--- src/rtl/blink_tick_gen.sv ---
// Button-driven blink pacing: 2-flop sync, 4-state debounce, rate selector and tick divider.
// Optional LONG_PRESS_RESET_EN: holding the button LONG_PRESS_CYCLES forces rate back to 0.
module blink_tick_gen #(
  parameter int DEBOUNCE_CYCLES   = 4,
  parameter int BASE_DIV          = 8,
  parameter int RATE_W            = 2,
  parameter int LONG_PRESS_CYCLES = 32
) (
  input  logic              clock,
  input  logic              reset_n,
  input  logic              button,
  input  logic              enable,
  output logic              tick,
  output logic [RATE_W-1:0] rate,
  output logic              pressed
);

  localparam int NUM_RATES = 2**RATE_W;
  localparam int DIV_W     = $clog2(BASE_DIV << (NUM_RATES-1));
  localparam int PER_W     = DIV_W + 1;
  localparam int DB_W      = $clog2(DEBOUNCE_CYCLES);
  localparam logic [DB_W-1:0] DB_LAST = DB_W'(DEBOUNCE_CYCLES-1);

  typedef enum logic [1:0] {STABLE_LO, CHK_HI, STABLE_HI, CHK_LO} db_state_t;

  logic            s1, s2;
  db_state_t       state, state_nxt;
  logic [DB_W-1:0] db_cnt, db_cnt_nxt;
  logic            accept;
  logic            long_hit;

  always_ff @(posedge clock or negedge reset_n) begin
    if (!reset_n) begin
      s1 <= 1'b0;
      s2 <= 1'b0;
    end else begin
      s1 <= button;
      s2 <= s1;
    end
  end

  always_ff @(posedge clock or negedge reset_n) begin
    if (!reset_n) begin
      state  <= STABLE_LO;
      db_cnt <= '0;
    end else begin
      state  <= state_nxt;
      db_cnt <= db_cnt_nxt;
    end
  end

  // Any disagreement with the checked level drops straight back to the stable state.
  always_comb begin
    state_nxt  = state;
    db_cnt_nxt = db_cnt;
    accept     = 1'b0;
    case (state)
      STABLE_LO: if (s2) begin
        state_nxt  = CHK_HI;
        db_cnt_nxt = DB_W'(1);
      end
      CHK_HI: begin
        if (!s2) begin
          state_nxt  = STABLE_LO;
          db_cnt_nxt = '0;
        end else if (db_cnt == DB_LAST) begin
          state_nxt  = STABLE_HI;
          db_cnt_nxt = '0;
          accept     = 1'b1;
        end else begin
          db_cnt_nxt = db_cnt + DB_W'(1);
        end
      end
      STABLE_HI: if (!s2) begin
        state_nxt  = CHK_LO;
        db_cnt_nxt = DB_W'(1);
      end
      CHK_LO: begin
        if (s2) begin
          state_nxt  = STABLE_HI;
          db_cnt_nxt = '0;
        end else if (db_cnt == DB_LAST) begin
          state_nxt  = STABLE_LO;
          db_cnt_nxt = '0;
        end else begin
          db_cnt_nxt = db_cnt + DB_W'(1);
        end
      end
      default: begin
        state_nxt  = STABLE_LO;
        db_cnt_nxt = '0;
      end
    endcase
  end

`ifdef LONG_PRESS_RESET_EN
  localparam int HOLD_W = $clog2(LONG_PRESS_CYCLES + 1);
  logic [HOLD_W-1:0] hold_cnt;

  // Saturation at LONG_PRESS_CYCLES makes the hit fire once per press.
  assign long_hit = (state == STABLE_HI) && (hold_cnt == HOLD_W'(LONG_PRESS_CYCLES-1));

  always_ff @(posedge clock or negedge reset_n) begin
    if (!reset_n)
      hold_cnt <= '0;
    else if (state != STABLE_HI)
      hold_cnt <= '0;
    else if (hold_cnt != HOLD_W'(LONG_PRESS_CYCLES))
      hold_cnt <= hold_cnt + HOLD_W'(1);
  end
`else
  assign long_hit = 1'b0;
`endif

  logic [PER_W-1:0] period;
  logic [DIV_W-1:0] div_cnt;
  logic             terminal;

  assign period   = PER_W'(BASE_DIV) << rate;
  assign terminal = ({1'b0, div_cnt} == (period - PER_W'(1)));

  // A rate change restarts the period and wins over a coincident terminal count.
  always_ff @(posedge clock or negedge reset_n) begin
    if (!reset_n) begin
      rate    <= '0;
      pressed <= 1'b0;
      div_cnt <= '0;
      tick    <= 1'b0;
    end else begin
      pressed <= accept;
      if (long_hit)
        rate <= '0;
      else if (accept)
        rate <= rate + RATE_W'(1);
      if (accept || long_hit || !enable) begin
        div_cnt <= '0;
        tick    <= 1'b0;
      end else if (terminal) begin
        div_cnt <= '0;
        tick    <= 1'b1;
      end else begin
        div_cnt <= div_cnt + DIV_W'(1);
        tick    <= 1'b0;
      end
    end
  end

endmodule
--- config.mk ---
export PLATFORM = sky130hd
export DESIGN_NAME = blink_tick_gen
export DESIGN_NICKNAME = d
export VERILOG_FILES = /design/src/rtl/blink_tick_gen.sv
export SDC_FILE = /design/constraint.sdc
export NUM_CORES = 1
export LEC_CHECK = 0
export CORE_UTILIZATION = 47
export CTS_BUF_LIST = sky130_fd_sc_hd__clkbuf_16
export DETAILED_ROUTE_END_ITERATION = 6
export HOLD_SLACK_MARGIN = 0.12
export PLACE_DENSITY = 0.7
export SLEW_MARGIN = 30
export SYNTH_ARGS = -nofsm -noshare
export SYNTH_HDL_FRONTEND = slang
export SYNTH_SLANG_ARGS = --single-unit
--- constraint.sdc ---
create_clock -name clock -period 1.6 [get_ports clock]
set_input_delay 0.24 -clock clock [delete_from_list [all_inputs] [get_ports clock]]
set_output_delay 0.24 -clock clock [all_outputs]
set_load 0.02 [all_outputs]
# Word-level counts from Yosys, hierarchy flattened

Index checks and enable logic that the tools add are counted.

$add $sub $neg: 4
Mux-type cells: 19
Reductions and logical operators: 5
Shift operators: 1
Eq/ne operators: 9

Operators with widths:

| kind                                                                  | number |
|---|---|
| 2-bit 2-to-1 mux                                                      | 10 |
| 2-bit one-hot mux with 4 select lines                                 | 2 |
| 6-bit 2-to-1 mux                                                      | 2 |
| 6-bit by 7-bit equality test with 1-bit output                        | 1 |
| 4-bit by 2-bit << shifter with 7-bit output, first input constant     | 1 |
| 7-bit by 1-bit subtractor with 7-bit output, second input constant    | 1 |
| 6-bit by 1-bit adder with 6-bit output, second input constant         | 1 |
| 2-bit equality test, second input constant                            | 3 |
| 3-bit inequality test, second input constant                          | 2 |
| 1-bit 2-to-1 mux                                                      | 5 |
| 2-bit by 1-bit adder with 2-bit output, second input constant         | 2 |
| 2-bit inequality test, second input constant                          | 2 |
| 4-bit AND reduction                                                   | 1 |
| 2-bit by 1-bit equality test with 1-bit output, second input constant | 1 |
| 2-bit logical NOT                                                     | 1 |
| 2-bit AND reduction                                                   | 1 |
| 1-bit logical NOT                                                     | 1 |
| 1-bit logical OR                                                      | 1 |

Bits in registers: 16
Output and inout port bits: 4
Word-level logic and storage cells: 46

# Longest topological paths before layout

Word-level depth: 6
Depth in mapped cells: 5
Depth with buffers taken out: 5

# Worst setup path after synthesis

Ideal clock, no wire load.

Kind: register to register
Start point: register rate[0]
End point: register tick
Arrival time: 1701 ps
Period minus slack after synthesis: 1768 ps
Setup time: 67 ps
Cell stages (with the launch flop): 5
Path slack: -168 ps
Required time: 1533 ps
Cell sequence: dfrtp_1 -> ha_1 -> or3_4 -> a2111oi_4 -> and3_1

Longest elaborated chain between the ends: 5

Ends and longest elaborated chain:

| item                                           | line | source |
|---|---|---|
| from (decl)                                    | 14   | `output logic [RATE_W-1:0] rate,` |
| from (signal assigned)                         | 134  | `rate <= rate + RATE_W'(1);` |
| 4-bit by 2-bit << shifter with 7-bit output    | 119  | `assign period = PER_W'(BASE_DIV) << rate;` |
| 7-bit by 1-bit subtractor with 7-bit output    | 120  | `assign terminal = ({1'b0, div_cnt} == (period - PER_W'(1)));` |
| 6-bit by 7-bit equality test with 1-bit output | 120  |  |
| 1-bit 2-to-1 mux                               | 138  | `end else if (terminal) begin` |
| 1-bit 2-to-1 mux                               | 135  | `if (accept \|\| long_hit \|\| !enable) begin` |
| to (signal assigned)                           | 137  | `tick <= 1'b0;` |
| to (signal assigned)                           | 140  | `tick <= 1'b1;` |
| to (signal assigned)                           | 143  | `tick <= 1'b0;` |
| to (decl)                                      | 13   | `output logic tick,` |

No other way between the ends.
A chain may end at the register's enable or synchronous reset.

# Worst setup path after layout

Same ends and word-level chain as after synthesis.

==> reports/qor.yml <==
rsz0062_at_grt: "true"
die_area_sq_mm: 0.00170
critical_path_peak_fanout: 5
synth_area_leaders: "dfrtp_1 (55%), ha_1 (8.7%), xnor2_1 (4.9%), a2111oi_4 (3.8%), xor2_1 (3.6%)"
reg2reg_to: "tick"
initial_core_util_pct: 52.8
io_buffers: 7
ys_seq_elements: 16
clock_skew_ns: 0.00608
cap_viol_max_count: 0
yosysUniqueCellTypes: 20
avgSynthCellArea_sq_um: 12.2
endpoint_kind: "register"
syn_area_sq_um: 722
clockBufferDepth: 2
hold_class: "input port to asynchronous set/reset pin"
period_needed_ns: 1.63
crit_required_ns: 1.78
wl_microns: 1130
nets: 84
grtUsageTotal_pct: 16.9
cts_made_buffers: 3
synth-seq-area-share_pct: 55.5
peakVddDrop_mv: 1.08
whs_ns: 0.318
setup_viol: 2
critPathTopFamily: "simple AND/OR/NAND/NOR gates"
grt_overflow_total: 0
tightest_slew_ns: 0.378
timing.rr.start: "rate[0]"
power_leakage_nw: 0.449
fmax_mhz: 614
antenna_found_initial: 0
drive_gt1_share_pct: 21.6
die_w_microns: 41.2
crit_buf_inv: 0
postLayoutCellArea_sq_um: 942
layout_common_cells: "dfrtp_1 (14), nand2_1 (6), clkdlybuf4s50_1 (5)"
setup.worst_path.start_class: "register"
grt_max_degree: 17
fin_crit_sh_pct: 102
synth_top_area_share_pct: 55.5
status: "complete, but fails checks"
slowest_stage: "dfrtp_2"
synth_nets: 68
clockRootBuffer: "clkbuf_16"
grt_pass1_wl_microns: 1770
wl_per_cell_microns: 12.7
drt_iter0_markers: 3
violations: "setup timing"
final_common_cell: "dfrtp_1"
max_slew_margin_pct: 74.8
syn_to_final_growth_pct: 30.5
slew_viol_final: 0
hold_buffers: 0
synth_cells: 59
total_power_mw: 1.49
place_congestion: 0.681
clock_latency_ns: 0.24
die_h_microns: 41.2
drtAntennaViolNets: 0
path_class: "register to register"
p_per_area_mw_per_mm2: 1590
vias: 447
rows: 13
worst_ep_arrival_time_ns: 1.81
finalWorstSetupSlack_ns: -0.0295
reg2reg_depth: 4
critPathMaxStageDelay_ns: 0.43
grt_pass1_vias: 448
core-area_sq_mm: 0.00137
crit_chain: "ha_4 > or3_4 > a2111oi_4 > and3_1"
clkTransAtPathRegs_ns: 0.05
place_hpwl_microns: 795
placed_cell_area_sq_um: 846
drt_first_pass_iters: 2
diodes: 0
cts_tree: "built"
ys_warn_count: 0
hold_violations: 0
cts_sinks: 16
io_pins: 8
synth_top_area_cell: "dfrtp_1"
drc_errors: 0
r2r_setup_slack_ns: -0.03
ctsHtreeMaxLevel: 1
routed_via_density: 5.02
## per-layer routing
metal	wire length [microns]	track usage [%]	part of all wire, %	up-vias
li1	-	-	-	233
met1	576	21.5	51	209
met2	522	25.4	46	3
met3	20	3.26	1.8	2
met4	13	12.1	1.1	0
met5	0	0	0	-
## how the worst max path moves through the flow
stage	endpoint	slack [ns]	cells past startpoint	from
finish	tick	-0.03	4	rate[0]
global route	tick	-0.09	4	rate[0]
CTS	tick	-0.04	4	rate[0]
detailed placement	tick	-0.04	4	rate[0]
global placement	tick	-0.02	4	rate[0]
floorplan	tick	-0.05	4	rate[0]
## cell usage after synthesis (all sizes together)
library cell	count
dfrtp	16
nand2	6
ha	5
inv	4
xnor2	4
nand3	3
nor3	3
xor2	3
a21oi	2
and3	2
mux2	2
or3	2
a2111oi	1
a211oi	1
nand4b	1
nor2	1
o21a	1
o21ai	1
o22ai	1
## state kept, by name, indices dropped and copies added (netlist names), named ones only
name and cells:
pressed 1, s1 1, rate 2, db_cnt 2, s2 1, tick 1
div_cnt 6, state 1
## cells by family after synthesis
kind of cell             after synthesis  share of synthesized area (%)
buffers and inverters                  4                           2.08
AO/OA/AOI/OAI                          7                           8.84
XOR/XNOR                               7                           8.49
flip-flops                            16                           55.5
multiplexers                           2                           3.12
adder cells (fa/ha/maj)                5                           8.67
AND/OR/NAND/NOR                       18                           13.3
## stage by stage
step / util (%) / setup WS (ns) / std cells / setup TNS, ns
global route: 69.0 / -0.0870 / 89 / -0.281
detailed placement: 61.9 / -0.0370 / 85 / -0.0370
CTS: 67.7 / -0.0435 / 89 / -0.0435
finish: 69.0 / -0.0295 / 89 / -0.0319
global placement: 61.9 / -0.0238 / 85 / -0.0238
floorplan: - / -0.0539 / 59 / -0.0539
## timing repair
item                                    CTS  global route
setup buffers                             0             0
pin swaps                                 0             1
resized for setup                         0             4
endpoints found under the setup margin    1             6
## power breakdown
part | total, mW | switching, mW | leakage (nW) | internal (mW)
logic | 0.437 | 0.210 | 0.207 | 0.227
clock network | 0.473 | 0.142 | 0.0385 | 0.330
registers | 0.584 | 0.0869 | 0.204 | 0.497
## final cells by class
type,instances,area (sq um)
timing repair buffer,11,105
clock buffer,3,75.1
clock inverter,1,3.75
multi-input combinational,39,322
inverter,4,15.0
tap,15,18.8
sequential,16,403
fill,99,424
No activity file was read; power rests on OpenSTA's default activity.
